## src/rtl/event_gen_pkg.sv

```systemverilog
// Shared register map, timer control bit positions and helpers for the event generator.
package event_gen_pkg;

  typedef enum logic [2:0] {
    REG_IRQ_EN      = 3'd0,
    REG_EVT_EN      = 3'd1,
    REG_PENDING     = 3'd2,
    REG_PENDING_SET = 3'd3,
    REG_TMR_LOAD    = 3'd4,
    REG_TMR_CTRL    = 3'd5,
    REG_TMR_VALUE   = 3'd6
  } reg_off_e;

  localparam int TMR_CTRL_EN_BIT     = 0;
  localparam int TMR_CTRL_RELOAD_BIT = 1;
  localparam int TIMER_SRC_IDX       = 31;

  // Index of the lowest set bit, 0 when the vector is empty.
  function automatic logic [4:0] lowest_idx(input logic [31:0] vec);
    logic [4:0] idx;
    idx = 5'd0;
    for (int i = 31; i >= 0; i--) begin
      if (vec[i]) idx = 5'(i);
    end
    return idx;
  endfunction

endpackage

```

## src/rtl/evt_wake_timer.sv

```systemverilog
// Down-counting wake timer; expire is high during the cycle the running count sits at zero.
module evt_wake_timer (
  input  logic        clk,
  input  logic        rst,
  input  logic        ctrl_wr,
  input  logic        en_wr,
  input  logic        reload_wr,
  input  logic [31:0] load_val,
  output logic [31:0] value,
  output logic        en,
  output logic        reload,
  output logic        expire
);

  assign expire = en & (value == 32'd0);

  // Control writes take precedence over counting; a zero load value never starts the timer.
  always_ff @(posedge clk) begin
    if (rst) begin
      value  <= 32'd0;
      en     <= 1'b0;
      reload <= 1'b0;
    end else begin
      if (ctrl_wr) reload <= reload_wr;
      if (ctrl_wr && !en_wr) begin
        en <= 1'b0;
      end else if (ctrl_wr && !en) begin
        if (load_val != 32'd0) begin
          en    <= 1'b1;
          value <= load_val;
        end
      end else if (en) begin
        if (value != 32'd0) begin
          value <= value - 32'd1;
        end else if (reload && (load_val != 32'd0)) begin
          value <= load_val;
        end else begin
          en <= 1'b0;
        end
      end
    end
  end

endmodule

```

## src/rtl/event_gen_unit.sv

```systemverilog
// Event/interrupt generator: APB register block, edge-detected pending sources and a wake timer.
module event_gen_unit
  import event_gen_pkg::*;
#(
  parameter int APB_ADDR_WIDTH = 12,
  parameter int NUM_SRC        = 31
) (
  input  logic                      HCLK,
  input  logic                      HRESET,
  input  logic [APB_ADDR_WIDTH-1:0] PADDR,
  input  logic [31:0]               PWDATA,
  input  logic                      PWRITE,
  input  logic                      PSEL,
  input  logic                      PENABLE,
  output logic [31:0]               PRDATA,
  output logic                      PREADY,
  output logic                      PSLVERR,
  input  logic [NUM_SRC-1:0]        events_i,
  input  logic                      irq_ack_i,
  input  logic [4:0]                irq_ack_id_i,
  output logic                      irq_o,
  output logic [4:0]                irq_id_o,
  output logic                      event_o
);

  localparam logic [31:0] SRC_MASK = ((32'd1 << NUM_SRC) - 32'd1) | (32'd1 << TIMER_SRC_IDX);

  logic               apb_wr, apb_rd;
  reg_off_e           off;
  logic [31:0]        irq_en, evt_en, pending, tmr_load;
  logic [NUM_SRC-1:0] evt_q;
  logic               event_r;
  logic [31:0]        hw_set, sw_set, set_bits, clr_bits, new_bits;
  logic [31:0]        tmr_value;
  logic               tmr_en, tmr_reload, tmr_expire;
  logic               unused_addr;

  assign apb_wr      = PSEL & PENABLE & PWRITE;
  assign apb_rd      = PSEL & PENABLE & ~PWRITE;
  assign off         = reg_off_e'(PADDR[4:2]);
  assign unused_addr = ^{PADDR[APB_ADDR_WIDTH-1:5], PADDR[1:0]};
  assign PREADY      = 1'b1;
  assign PSLVERR     = 1'b0;
  assign irq_o       = |(pending & irq_en);
  assign irq_id_o    = lowest_idx(pending & irq_en);
  assign event_o     = event_r;

  evt_wake_timer u_timer (
    .clk      (HCLK),
    .rst      (HRESET),
    .ctrl_wr  (apb_wr && (off == REG_TMR_CTRL)),
    .en_wr    (PWDATA[TMR_CTRL_EN_BIT]),
    .reload_wr(PWDATA[TMR_CTRL_RELOAD_BIT]),
    .load_val (tmr_load),
    .value    (tmr_value),
    .en       (tmr_en),
    .reload   (tmr_reload),
    .expire   (tmr_expire)
  );

  // Set/clear vectors for the pending update; sets are applied after clears so they win.
  always_comb begin
    hw_set                = 32'd0;
    hw_set[NUM_SRC-1:0]   = events_i & ~evt_q;
    hw_set[TIMER_SRC_IDX] = tmr_expire;
    sw_set   = (apb_wr && (off == REG_PENDING_SET)) ? PWDATA : 32'd0;
    set_bits = (hw_set | sw_set) & SRC_MASK;
    clr_bits = ((apb_wr && (off == REG_PENDING)) ? PWDATA : 32'd0) |
               (irq_ack_i ? (32'd1 << irq_ack_id_i) : 32'd0);
    new_bits = set_bits & ~pending;
  end

  // Register file, pending state and wake event; edge flops track the input level through reset.
  always_ff @(posedge HCLK) begin
    evt_q <= events_i;
    if (HRESET) begin
      irq_en   <= 32'd0;
      evt_en   <= 32'd0;
      tmr_load <= 32'd0;
      pending  <= 32'd0;
      event_r  <= 1'b0;
    end else begin
      pending <= (pending & ~clr_bits) | set_bits;
      event_r <= |(new_bits & evt_en);
      if (apb_wr) begin
        case (off)
          REG_IRQ_EN:   irq_en   <= PWDATA;
          REG_EVT_EN:   evt_en   <= PWDATA;
          REG_TMR_LOAD: tmr_load <= PWDATA;
          default:      ;
        endcase
      end
    end
  end

  // Read mux, only driven during the access phase of a read.
  always_comb begin
    PRDATA = 32'd0;
    if (apb_rd) begin
      case (off)
        REG_IRQ_EN:    PRDATA = irq_en;
        REG_EVT_EN:    PRDATA = evt_en;
        REG_PENDING:   PRDATA = pending;
        REG_TMR_LOAD:  PRDATA = tmr_load;
        REG_TMR_CTRL:  PRDATA = {30'd0, tmr_reload, tmr_en};
        REG_TMR_VALUE: PRDATA = tmr_value;
        default:       PRDATA = 32'd0;
      endcase
    end else begin
      PRDATA = 32'd0;
    end
  end

endmodule

```

## config.mk

```make
export PLATFORM = sky130hd
export DESIGN_NAME = event_gen_unit
export DESIGN_NICKNAME = d
export VERILOG_FILES = /design/src/rtl/event_gen_pkg.sv /design/src/rtl/evt_wake_timer.sv /design/src/rtl/event_gen_unit.sv
export SDC_FILE = /design/constraint.sdc
export NUM_CORES = 1
export LEC_CHECK = 0
export ABC_AREA = 1
export CAP_MARGIN = 10
export CORE_AREA = 2 2 102 203
export CTS_CLUSTER_SIZE = 25
export DETAILED_ROUTE_END_ITERATION = 10
export DIE_AREA = 0 0 104 205
export PLACE_DENSITY_LB_ADDON = 0.15
export SETUP_SLACK_MARGIN = 0.02
export SYNTH_ARGS = -nofsm -noshare
export SYNTH_HDL_FRONTEND = slang
export SYNTH_SLANG_ARGS = --single-unit
export TNS_END_PERCENT = 20
```

## constraint.sdc

```tcl
create_clock -name HCLK -period 2.1 [get_ports HCLK]
set_input_delay 0.315 -clock HCLK [delete_from_list [all_inputs] [get_ports HCLK]]
set_output_delay 0.315 -clock HCLK [all_outputs]
set_load 0.01 [all_outputs]
```

==> results_dict.tcl <==
set metrics [dict create \
    fin_cells 2014 \
    cts_tree "done" \
    critPathMostFrequentCell "nand2_1" \
    rows 73 \
    critical_path_required_ps 1780 \
    hp-class "input pin to register" \
    crit_cells 33 \
    drc 0 \
    cp-start-kind "register" \
    cp_slowest_stage_delay_ps 340 \
    rsz0062_at_grt "yes" \
    maxSlewViolCount 0 \
    p_total_mw 8.13 \
    avgSynthCellArea_um2 7.03 \
    grt_use_total_pct 36.3 \
    antenna_found_initial 0 \
    yosysWarnings 0 \
    die_area_um2 21300 \
    root_buffer "clkbuf_16" \
    yosys-top-cells-count "nand2_1, a21oi_1, dfxtp_1" \
    netlist_area_um2 9710 \
    place.gp.congestion 0.960 \
    grt_pass1_vias 11600 \
    overflow 0 \
    endpoint_kind "output port" \
    hpwlAfterDp_um 28600 \
    clockBufferDepth 2 \
    timing.setup.tns_ps -5370 \
    cp.buffers_inverters 2 \
    drt-vias-per-instance 5.87 \
    critical_path_class "register to output port" \
    max-vdd-ir-drop_v 0.000629 \
    synthArstFlopShare_pct 0 \
    cpMaxStageDelayCell "dfxtp_2" \
    clock.fmax_mhz 329 \
    finalCriticalPeriod_ps 3030 \
    critPathTopFamily "simple AND/OR/NAND/NOR gates" \
    finalCritPeriodShare_pct 145 \
    grt_max_degree 69 \
    path_max_fanout 2 \
    tightest_slew_ps 835 \
    drv_cap 0 \
    cp.arrival_ps 2720 \
    ys_top_cells_by_area "dfxtp_1, a21oi_1, nand2_1" \
    first_iter_violations 985 \
    yosysMostFrequentCell "nand2_1" \
    skew_ps 12.3 \
    ys_seq_area_share_pct 40.0 \
    ant_nets 0 \
    whs_path_depth 1 \
    fin_util_pct 74.2 \
    synth_top_cell_area_share_pct 40.0 \
    routed_wl_um 39900 \
    grt_pass1_wl_um 60000 \
    clk_latency_ps 460 \
    core_um2 19700 \
    routedWlPerCell_um 19.8 \
    diodes 0 \
    cts_sinks 194 \
    area_growth_pct 50.9 \
    power.density_nw_per_um2 555 \
    slew_headroom_pct 43.8 \
    fin_ws_ps -935 \
    netlist_instances 1380 \
    synthFlopType "dfxtp_1" \
    port_buffers 115 \
    drtPass1Iterations 5 \
    nNetsFinal 1828 \
    synth_fp_nets 1468 \
    cts_made_buffers 17 \
    synthDistinctLibCells 44 \
    chipHeight_um 205 \
    synth_edf_count 0 \
    p_leak_nw 6.50 \
    path_clk_slew_ps 70 \
    hold_violations 0 \
    final_layout_size_suffix_gt1_share_pct 30.4 \
    violations "setup timing" \
    ios 127 \
    die_w_um 104 \
    h-tree-depth 4 \
    yosysTopAreaCell "dfxtp_1" \
    synth-seq-cells 194 \
    status "finished, violations left" \
    initial_utilization_pct 49.2 \
    dp_cells 1965 \
    finalSetupViolCount 44 \
    dr_total_vias 11800 \
    ff2ff_path_depth 16 \
]
==> logic make-up after synthesis <==
group                    count (synthesis)  synth area share [%]
AO/OA/AOI/OAI                          501                  29.8
XOR/XNOR                                21                  1.89
adder cells (fa/ha/maj)                  2                 0.258
buffers and inverters                  266                  10.5
flip-flops                             194                  40.0
other                                    2                0.0774
AND/OR/NAND/NOR                        394                  17.5
==> cell type report <==
class	instances	area, um^2
sequential	194	3900
fill	1611	5080
multi-input combinational	920	5440
clock buffer	23	468
tap	262	328
timing repair buffer	419	3690
clock inverter	8	104
inverter	188	718
==> per-layer routing <==
layer | part of all wire [%] | global-route usage [%]
met5 | 0 | 0
met2 | 49 | 61.5
met1 | 35 | 39.6
met3 | 7.5 | 6.62
met4 | 8.3 | 28.5
==> cells in the final DEF, fill, tap and decap left out, types with 16 or more instances in the layout <==
cell type / Yosys / routed
dfxtp_1: 194 / 181
nand2_1: 212 / 198
o22ai_1: 38 / 37
a31oi_1: 19 / 16
buf_12: 0 / 22
buf_4: 5 / 259
o21ai_0: 149 / 137
a221oi_1: 34 / 16
nor2_1: 94 / 82
inv_1: 175 / 156
o211ai_1: 17 / 17
clkdlybuf4s50_1: 0 / 73
a21oi_1: 195 / 185
clkbuf_16: 0 / 19
nand2_2: 3 / 16
a221oi_2: 0 / 17
xor2_1: 21 / 20
nand3_1: 32 / 26
buf_6: 0 / 18
inv_2: 10 / 28
==> sequential cells by signal, summed over array words and instances (netlist names) <==
register	cells
tmr_load	32
event_o	1
evt_q	31
u_timer.reload	1
u_timer.value	32
pending	32
irq_en	32
u_timer.en	1
evt_en	32
==> final timing paths <==
check,from,to,slack (ps)
worst max-delay path,pending[31]$_SDFF_PP0_,irq_id_o[0],-930
worst min-delay path,events_i[27],evt_q[27]$_DFF_P_,320
worst max register to register,u_timer.value[3]$_SDFFE_PP0P_,u_timer.value[31]$_SDFFE_PP0P_,-220
worst min register to register,u_timer.value[28]$_SDFFE_PP0P_,u_timer.value[28]$_SDFFE_PP0P_,510
==> through the flow <==
stage / setup WS [ps] / instance area [um^2] / hold WS [ps]
5_1_grt: -1310 / 14600 / 340
4_1_cts: -865 / 14200 / 323
6_report: -935 / 14600 / 324
2_1_floorplan: -29.1 / 9720 / 343
3_5_place_dp: -825 / 13300 / 524
3_3_place_gp: -834 / 13300 / 511
==> timing repair <==
item / CTS / global route
endpoints found under the setup margin: 71 / 71
pin swaps: 31 / 37
buffers inserted: 2 / 14
gates cloned: 0 / 3
hold buffers: 0 / 0
resized for setup: 190 / 123
==> power by group <==
group / leakage [nW] / internal [mW] / switching, mW
sequential: 1.59 / 3.78 / 0.0549
combinational: 4.64 / 0.471 / 0.545
clock: 0.278 / 1.81 / 1.47
total: 6.50 / 6.06 / 2.07
(Power assumes the default switching activity.)
